File: config.mk
export PLATFORM = sky130hd
export DESIGN_NAME = fetch_ctrl
export DESIGN_NICKNAME = d
export VERILOG_FILES = /design/src/rtl/fetch_ctrl.sv
export SDC_FILE = /design/constraint.sdc
export NUM_CORES = 1
export LEC_CHECK = 0
export BUFFER_PORTS_ARGS = -buffer_cell sky130_fd_sc_hd__buf_2
export CORE_ASPECT_RATIO = 0.6
export CORE_MARGIN = 2
export CORE_UTILIZATION = 40
export CTS_BUF_LIST = sky130_fd_sc_hd__clkbuf_4
export CTS_CLUSTER_DIAMETER = 80
export CTS_CLUSTER_SIZE = 14
export DETAILED_ROUTE_END_ITERATION = 8
export GPL_TIMING_DRIVEN = 0
export PLACE_DENSITY = 0.69
export SETUP_SLACK_MARGIN = 0.5
export SYNTH_ARGS = -nofsm -noshare
export SYNTH_HDL_FRONTEND = slang
export SYNTH_SLANG_ARGS = --single-unit
export TNS_END_PERCENT = 1
File: constraint.sdc
create_clock -name clk -period 2.48 [get_ports clk]
set_clock_uncertainty 0.05 [all_clocks]
set_input_delay 0.124 -clock clk [delete_from_list [all_inputs] [get_ports clk]]
set_output_delay 0.124 -clock clk [all_outputs]
set_load 0.01 [all_outputs]
File: src/rtl/fetch_ctrl.sv
// Instruction fetch controller: PC register, imem request FSM,
// decode hand-off register with stall, squash and redirect handling.
module fetch_ctrl #(
  parameter int N = 64
) (
  input  logic         clk,
  input  logic         reset,
  input  logic         PCSrc_F,
  input  logic [N-1:0] PCBranch_F,
  input  logic         stall_D,
  input  logic         imem_ready,
  input  logic [31:0]  imem_rdata,
  output logic         imem_req,
  output logic [N-1:0] imem_addr_F,
  output logic [31:0]  instr_D,
  output logic         valid_D,
  output logic [31:0]  fetch_count
);

  typedef enum logic [1:0] {
    S_IDLE  = 2'd0,
    S_REQ   = 2'd1,
    S_HOLD  = 2'd2,
    S_FLUSH = 2'd3
  } state_t;

  state_t      state_q, state_d;
  logic [N-1:0] pc_q, pc_d;
  logic [31:0] instr_q, instr_d;
  logic        valid_q, valid_d;
  logic [31:0] count_q, count_d;

  // Next-state logic; a redirect always wins over stall and ready.
  always_comb begin
    state_d = state_q;
    pc_d    = pc_q;
    instr_d = instr_q;
    valid_d = valid_q;
    count_d = count_q;
    unique case (state_q)
      S_IDLE: begin
        if (PCSrc_F) pc_d = PCBranch_F;
        state_d = S_REQ;
      end
      S_REQ: begin
        if (PCSrc_F) begin
          pc_d    = PCBranch_F;
          state_d = imem_ready ? S_REQ : S_FLUSH;
        end else if (imem_ready) begin
          instr_d = imem_rdata;
          valid_d = 1'b1;
          pc_d    = pc_q + N'(4);
          state_d = S_HOLD;
        end
      end
      S_HOLD: begin
        if (PCSrc_F) begin
          valid_d = 1'b0;
          pc_d    = PCBranch_F;
          state_d = S_REQ;
        end else if (!stall_D) begin
          valid_d = 1'b0;
          count_d = count_q + 32'd1;
          state_d = S_REQ;
        end
      end
      S_FLUSH: begin
        if (PCSrc_F) pc_d = PCBranch_F;
        if (imem_ready) state_d = S_REQ;
      end
      default: state_d = S_IDLE;
    endcase
  end

  // State and datapath registers with synchronous reset.
  always_ff @(posedge clk) begin
    if (reset) begin
      state_q <= S_IDLE;
      pc_q    <= '0;
      instr_q <= '0;
      valid_q <= 1'b0;
      count_q <= '0;
    end else begin
      state_q <= state_d;
      pc_q    <= pc_d;
      instr_q <= instr_d;
      valid_q <= valid_d;
      count_q <= count_d;
    end
  end

  assign imem_req    = (state_q == S_REQ);
  assign imem_addr_F = pc_q;
  assign instr_D     = instr_q;
  assign valid_D     = valid_q;
  assign fetch_count = count_q;

endmodule
## After elaboration in Yosys (flattened, before gate mapping)

Index checks and enable logic that the tools add are counted.

| storage, ports and cells | value |
|---|---|
| logic and storage cells | 42 |
| register bits after elaboration | 131 |

| operators by class | value |
|---|---|
| bitwise operators | 2 |
| equality and inequality tests | 9 |
| mux-type cells | 16 |
| $add $sub $neg | 2 |
| reduce and logical (&&, ||, !) cells | 8 |

Operators by type and width:

| cell | count |
|---|---|
| 2-to-1 mux 64 bit | 3 |
| case mux 64 bit (2 select lines) | 1 |
| adder 64 x 3 -> 64 bit, second input constant | 1 |
| adder 32 x 1 -> 32 bit, second input constant | 1 |
| 2-to-1 mux 2 bit | 6 |
| AND reduction 3 bit | 3 |
| case mux 2 bit (4 select lines) | 1 |
| != test 2 bit, second input constant | 3 |
| != test 3 bit, second input constant | 2 |
| equality test 2 bit, second input constant | 2 |
| 2-to-1 mux 1 bit | 4 |
| AND reduction 4 bit | 1 |
| OR reduction 3 bit | 1 |
| equality test 2 x 1 -> 1 bit, second input constant | 1 |
| zero test 2 bit | 1 |
| != test 2 x 1 -> 1 bit, second input constant | 1 |
| inverter 1 bit | 2 |
| case mux 1 bit (2 select lines) | 1 |
| AND reduction 2 bit | 1 |
| nonzero test 2 bit | 1 |

## Logic depth before layout (Yosys ltp)

| logic depth | value |
|---|---|
| depth after elaboration | 4 |
| depth in mapped cells | 8 |
| depth with buffers taken out | 6 |

## Worst setup path before layout

Ideal clock, no wire load.

| timing path | value |
|---|---|
| path kind | register -> register |
| from | register pc_q[4] (netlist: imem_addr_F[4]) |
| to | register pc_q[63] (netlist: imem_addr_F[63]) |
| data required time | 2.339 ns |
| setup slack | -0.030 ns |
| clock period less this slack | 2.510 ns |
| cell stages (with the launch flop) | 7 |
| data arrival time | 2.369 ns |
| cell sequence | dfxtp_1 -> nand3_1 -> or4_1 -> buf_2 -> or4b_4 -> or3_1 -> a311oi_1 |

| between the ends | value |
|---|---|
| word-level cells in the longest chain between the ends | 4 |

RTL lines:

| element | RTL line | RTL |
|---|---|---|
| start: declaration | 28 | `logic [N-1:0] pc_q, pc_d;` |
| start signal: assignment | 85 | `pc_q <= pc_d;` |
| adder 64 x 3 -> 64 bit | 52 | `pc_d = pc_q + N'(4);` |
| 2-to-1 mux 64 bit | 49 | `end else if (imem_ready) begin` |
| 2-to-1 mux 64 bit | 46 | `if (PCSrc_F) begin` |
| case mux 64 bit (2 select lines) | 40 | `unique case (state_q)` |

No other way between the ends. The select of a mux whose other input is x is not followed.
A chain may end at the register's enable or synchronous reset.

## Worst setup path after layout

Ends and elaborated chain as after synthesis.

==> results.md <==
- FILL cells: 1444
- Pwr/cell area: ~460 nW/um2
- DR pass1 iterations: 5
- Footprint of the multi-input gates: between 4000 and 5000 um2
- Comb pwr share: 16.4%
- Global-route wire length before repair: 41200 um
- EDFF count, synth: 0
- Commonest non-fill, non-tap cell in the layout: buf_2
- Max Clk Rate: between 400 and 500 MHz
- Reg2reg end: imem_addr_F[63]$_SDFFE_PP0P_
- VDD IR-drop max: 0.308 mV
- CP Launch Type: register
- CP Cell Sequence: nand3_4, or4_4, buf_8, or4b_4, or3_1, a311oi_1
- Post-route cell area: between 9000 and 10000 um2
- Final period util: between 90% and 100%
- Port buffer count: 230
- Mean Syn Cell Area: 7.87 um2
- Tmin final: approximately 2500 ps
- Sink Count: between 100 and 150
- DP Wirelength: ~19000 um
- Hold Path Class: primary input to register
- Clock Tree Buf Depth: 2
- Root buffer cell: clkbuf_4
- Top Ports: roughly 230
- Setup slack, reg-to-reg: 20 ps
- Largest net degree at the start of global routing: 17
- Clock latency on the worst-skew pair: approximately 560 ps
- Area Overhead vs Synth: 51.4%
- Placer Congestion: about 1
- WHS: 19.4 ps
- Static leakage: slightly above 4 nW
- CP max FO: 7
- Placed cell area: between 8000 and 9000 um2
- Slew Viols, Final: 0
- Netlist Area Pre-Place: between 6000 and 7000 um2
- Register area share after synthesis: about 40%
- Yosys warnings: 0
- Reg power frac: between 50% and 60%
- Worst path slowest cell: or4_4
- Crit path buf inv count: 1
- Core ar.: roughly 16000 um2
- Final nets: 1307
- Per-cell routed wire length: 19.4 um
- Die area: around 17000 um2
- Hold Crit Depth: 4
- Ys async rst share: 0%
- Critical Path End Type: register
- Total track usage: 31.0%
- Vias in the first global route: ~7.4k
- Final WL: ~28000 um
- FF+latch count, synth: ~130
- Reg2Reg Depth: 6
- Initial antenna violation count: 1
- Die X: 169 um
- CP Data Arrival Time: around 2900 ps
- Post-synthesis cell count: between 800 and 900
- Iteration-0 DRC Markers: 729
- Synth cell types: 53
- Hold path startpoint: stall_D
- DR vias: slightly above 8k
- Largest stage delay on the critical path: ~500 ps
- CTS Buf Count: 17
- Hold endpoint: fetch_count[1]$_SDFFE_PP0P_
- Mapped Nets: 937
- Reg-to-Reg Start: imem_addr_F[4]$_SDFFE_PP0P_
- CTS H-tree lvls: 4
- Final hold violation count: 0
- Vias per cell: 5.66
- RSZ-0062 raised after global routing: yes
- Initial Utilization: approximately two fifths
- Most frequent cells in the layout: buf_2, nand2_1, dfxtp_1
- Final Util: about 62%
- Status: finished, final reports clean
- Worst Setup SP: imem_addr_F[4]$_SDFFE_PP0P_
- Worst-margin pin slew: just over 900 ps
- Sequential cell area: around 2700 um2
- Endpoints failing setup: 0
- CP top delay family: simple AND/OR/NAND/NOR gates
- Die Ht: approximately 100 um
- Required @ worst endpoint: about 2900 ps
- Clock power share: between 30% and 40%
- Int Power: ~0.0032 W
- Ys flop type: dfxtp_1
- Switching fraction of total power: between 30% and 40%
- TritonCTS clock tree: yes
- Crit Path Class: register to register
- Cell Rows: 36
- Worst-path clk slew: roughly 130 ps
- Slew HR: a little under two fifths
- DRC viols: 0
- NetSw: 0.00144 W
- Max cap viols: 0
- Post-route ant nets: 0
- Share of cells above drive strength 1: around a third
- Global route overflow: 0
-- stage by stage --
stage	instances	setup WS, ps	TNS, ps	total power, W
floorplan	834	148	0	0.00263
global placement	1273	-488	-10930	0.00294
detailed placement	1273	-487	-11270	0.00294
CTS	1417	0.199	0	0.00458
global route	1427	-9.12	-23.0	0.00479
finish	1428	19.5	0	0.00460
-- how the worst max path moves through the flow --
stage / slack [ps] / end / cells after the start
2_1_floorplan: 150 / imem_addr_F[63]$_SDFFE_PP0P_ / 7
3_3_place_gp: -490 / imem_addr_F[52]$_SDFFE_PP0P_ / 6
3_5_place_dp: -490 / imem_addr_F[52]$_SDFFE_PP0P_ / 6
4_1_cts: 0.2 / imem_addr_F[63]$_SDFFE_PP0P_ / 7
5_1_grt: -9 / imem_addr_F[63]$_SDFFE_PP0P_ / 7
6_report: 20 / imem_addr_F[63]$_SDFFE_PP0P_ / 6
-- metal layers --
layer / wire (um) / global-route usage (%) / up-vias
li1: - / - / 3764
met1: 12100 / 42.4 / 3781
met2: 11500 / 46.0 / 479
met3: 3370 / 11.3 / 61
met4: 665 / 9.20 / 0
met5: 0 / 0 / -
-- power by group through the flow --
stage / Clock, W / Combinational (W) / Sequential, W
2_1_floorplan: 0 / 0.000258 / 0.00238
3_3_place_gp: 0 / 0.000576 / 0.00236
3_5_place_dp: 0 / 0.000580 / 0.00236
4_1_cts: 0.00154 / 0.000725 / 0.00231
5_1_grt: 0.00164 / 0.000816 / 0.00234
6_report: 0.00153 / 0.000755 / 0.00232
-- final cells by class --
class	count	share of cell area, %
Antenna cell	2	0.0503
Buffer	53	2.99
Clock buffer	17	1.28
Clock inverter	15	1.59
Inverter	11	0.415
Multi-Input combinational cell	639	40.8
Sequential cell	131	27.0
Tap cell	209	2.63
Timing Repair Buffer	351	23.3
-- registers in the layout (all words and copies together), names as in the netlist --
name	cells
state_q	2
imem_addr_F	64
valid_D	1
fetch_count	32
instr_D	32
-- synthesized netlist by cell type (2+ instances only) --
| library cell | instances | area share [%] |
|---|---|---|
| and2_1 | 7 | 0.67 |
| o21ai_0 | 14 | 1.1 |
| nor2_1 | 102 | 5.8 |
| or4_1 | 11 | 1.3 |
| o31ai_1 | 2 | 0.23 |
| a21oi_1 | 47 | 3.6 |
| and3_1 | 18 | 1.7 |
| buf_2 | 2 | 0.15 |
| and4_1 | 15 | 2.0 |
| or3_1 | 10 | 0.95 |
| nor3b_1 | 3 | 0.34 |
| mux2i_1 | 9 | 1.4 |
| o21a_1 | 4 | 0.46 |
| o211ai_1 | 5 | 0.57 |
| inv_1 | 11 | 0.63 |
| ha_1 | 2 | 0.38 |
| o311a_1 | 6 | 0.91 |
| a211oi_1 | 23 | 2.6 |
| a31oi_1 | 5 | 0.48 |
| nor3_1 | 22 | 1.7 |
| nand3_1 | 37 | 2.8 |
| clkbuf_1 | 46 | 2.6 |
| nor4_1 | 22 | 2.1 |
| xor2_1 | 42 | 5.6 |
| a311oi_1 | 8 | 1.1 |
| nand2b_1 | 5 | 0.48 |
| or4b_2 | 2 | 0.30 |
| xnor2_1 | 19 | 2.5 |
| a2111oi_0 | 3 | 0.40 |
| dfxtp_1 | 131 | 40 |
| buf_1 | 5 | 0.29 |
| a221oi_1 | 2 | 0.27 |
| nand4_1 | 54 | 5.1 |
| nand2_1 | 121 | 6.9 |
-- cell families after synthesis --
family                   after synthesis  share of synthesized area [%]
XOR/XNOR                              61                           8.13
adder cells (fa/ha/maj)                2                          0.381
AO/OA/AOI/OAI                        127                           12.7
AND/OR/NAND/NOR                      440                           33.8
flip-flops                           131                           39.9
buffers and inverters                 64                           3.70
multiplexers                           9                           1.37
-- worst reg2reg max path, stage by stage (launching register included) --
cell and delay, ps:
dfxtp_4 420, nand3_4 140, or4_4 510, buf_8 140, or4b_4 520, or3_1 320, a311oi_1 270
-- timing repair --
item	in CTS	in global routing
hold buffers	100	0
setup buffers	12	9
endpoints found under the setup margin	112	118
pin swaps	14	16
endpoints found under the hold margin	102	0
gates resized for setup	72	48
(Power assumes the default switching activity.)
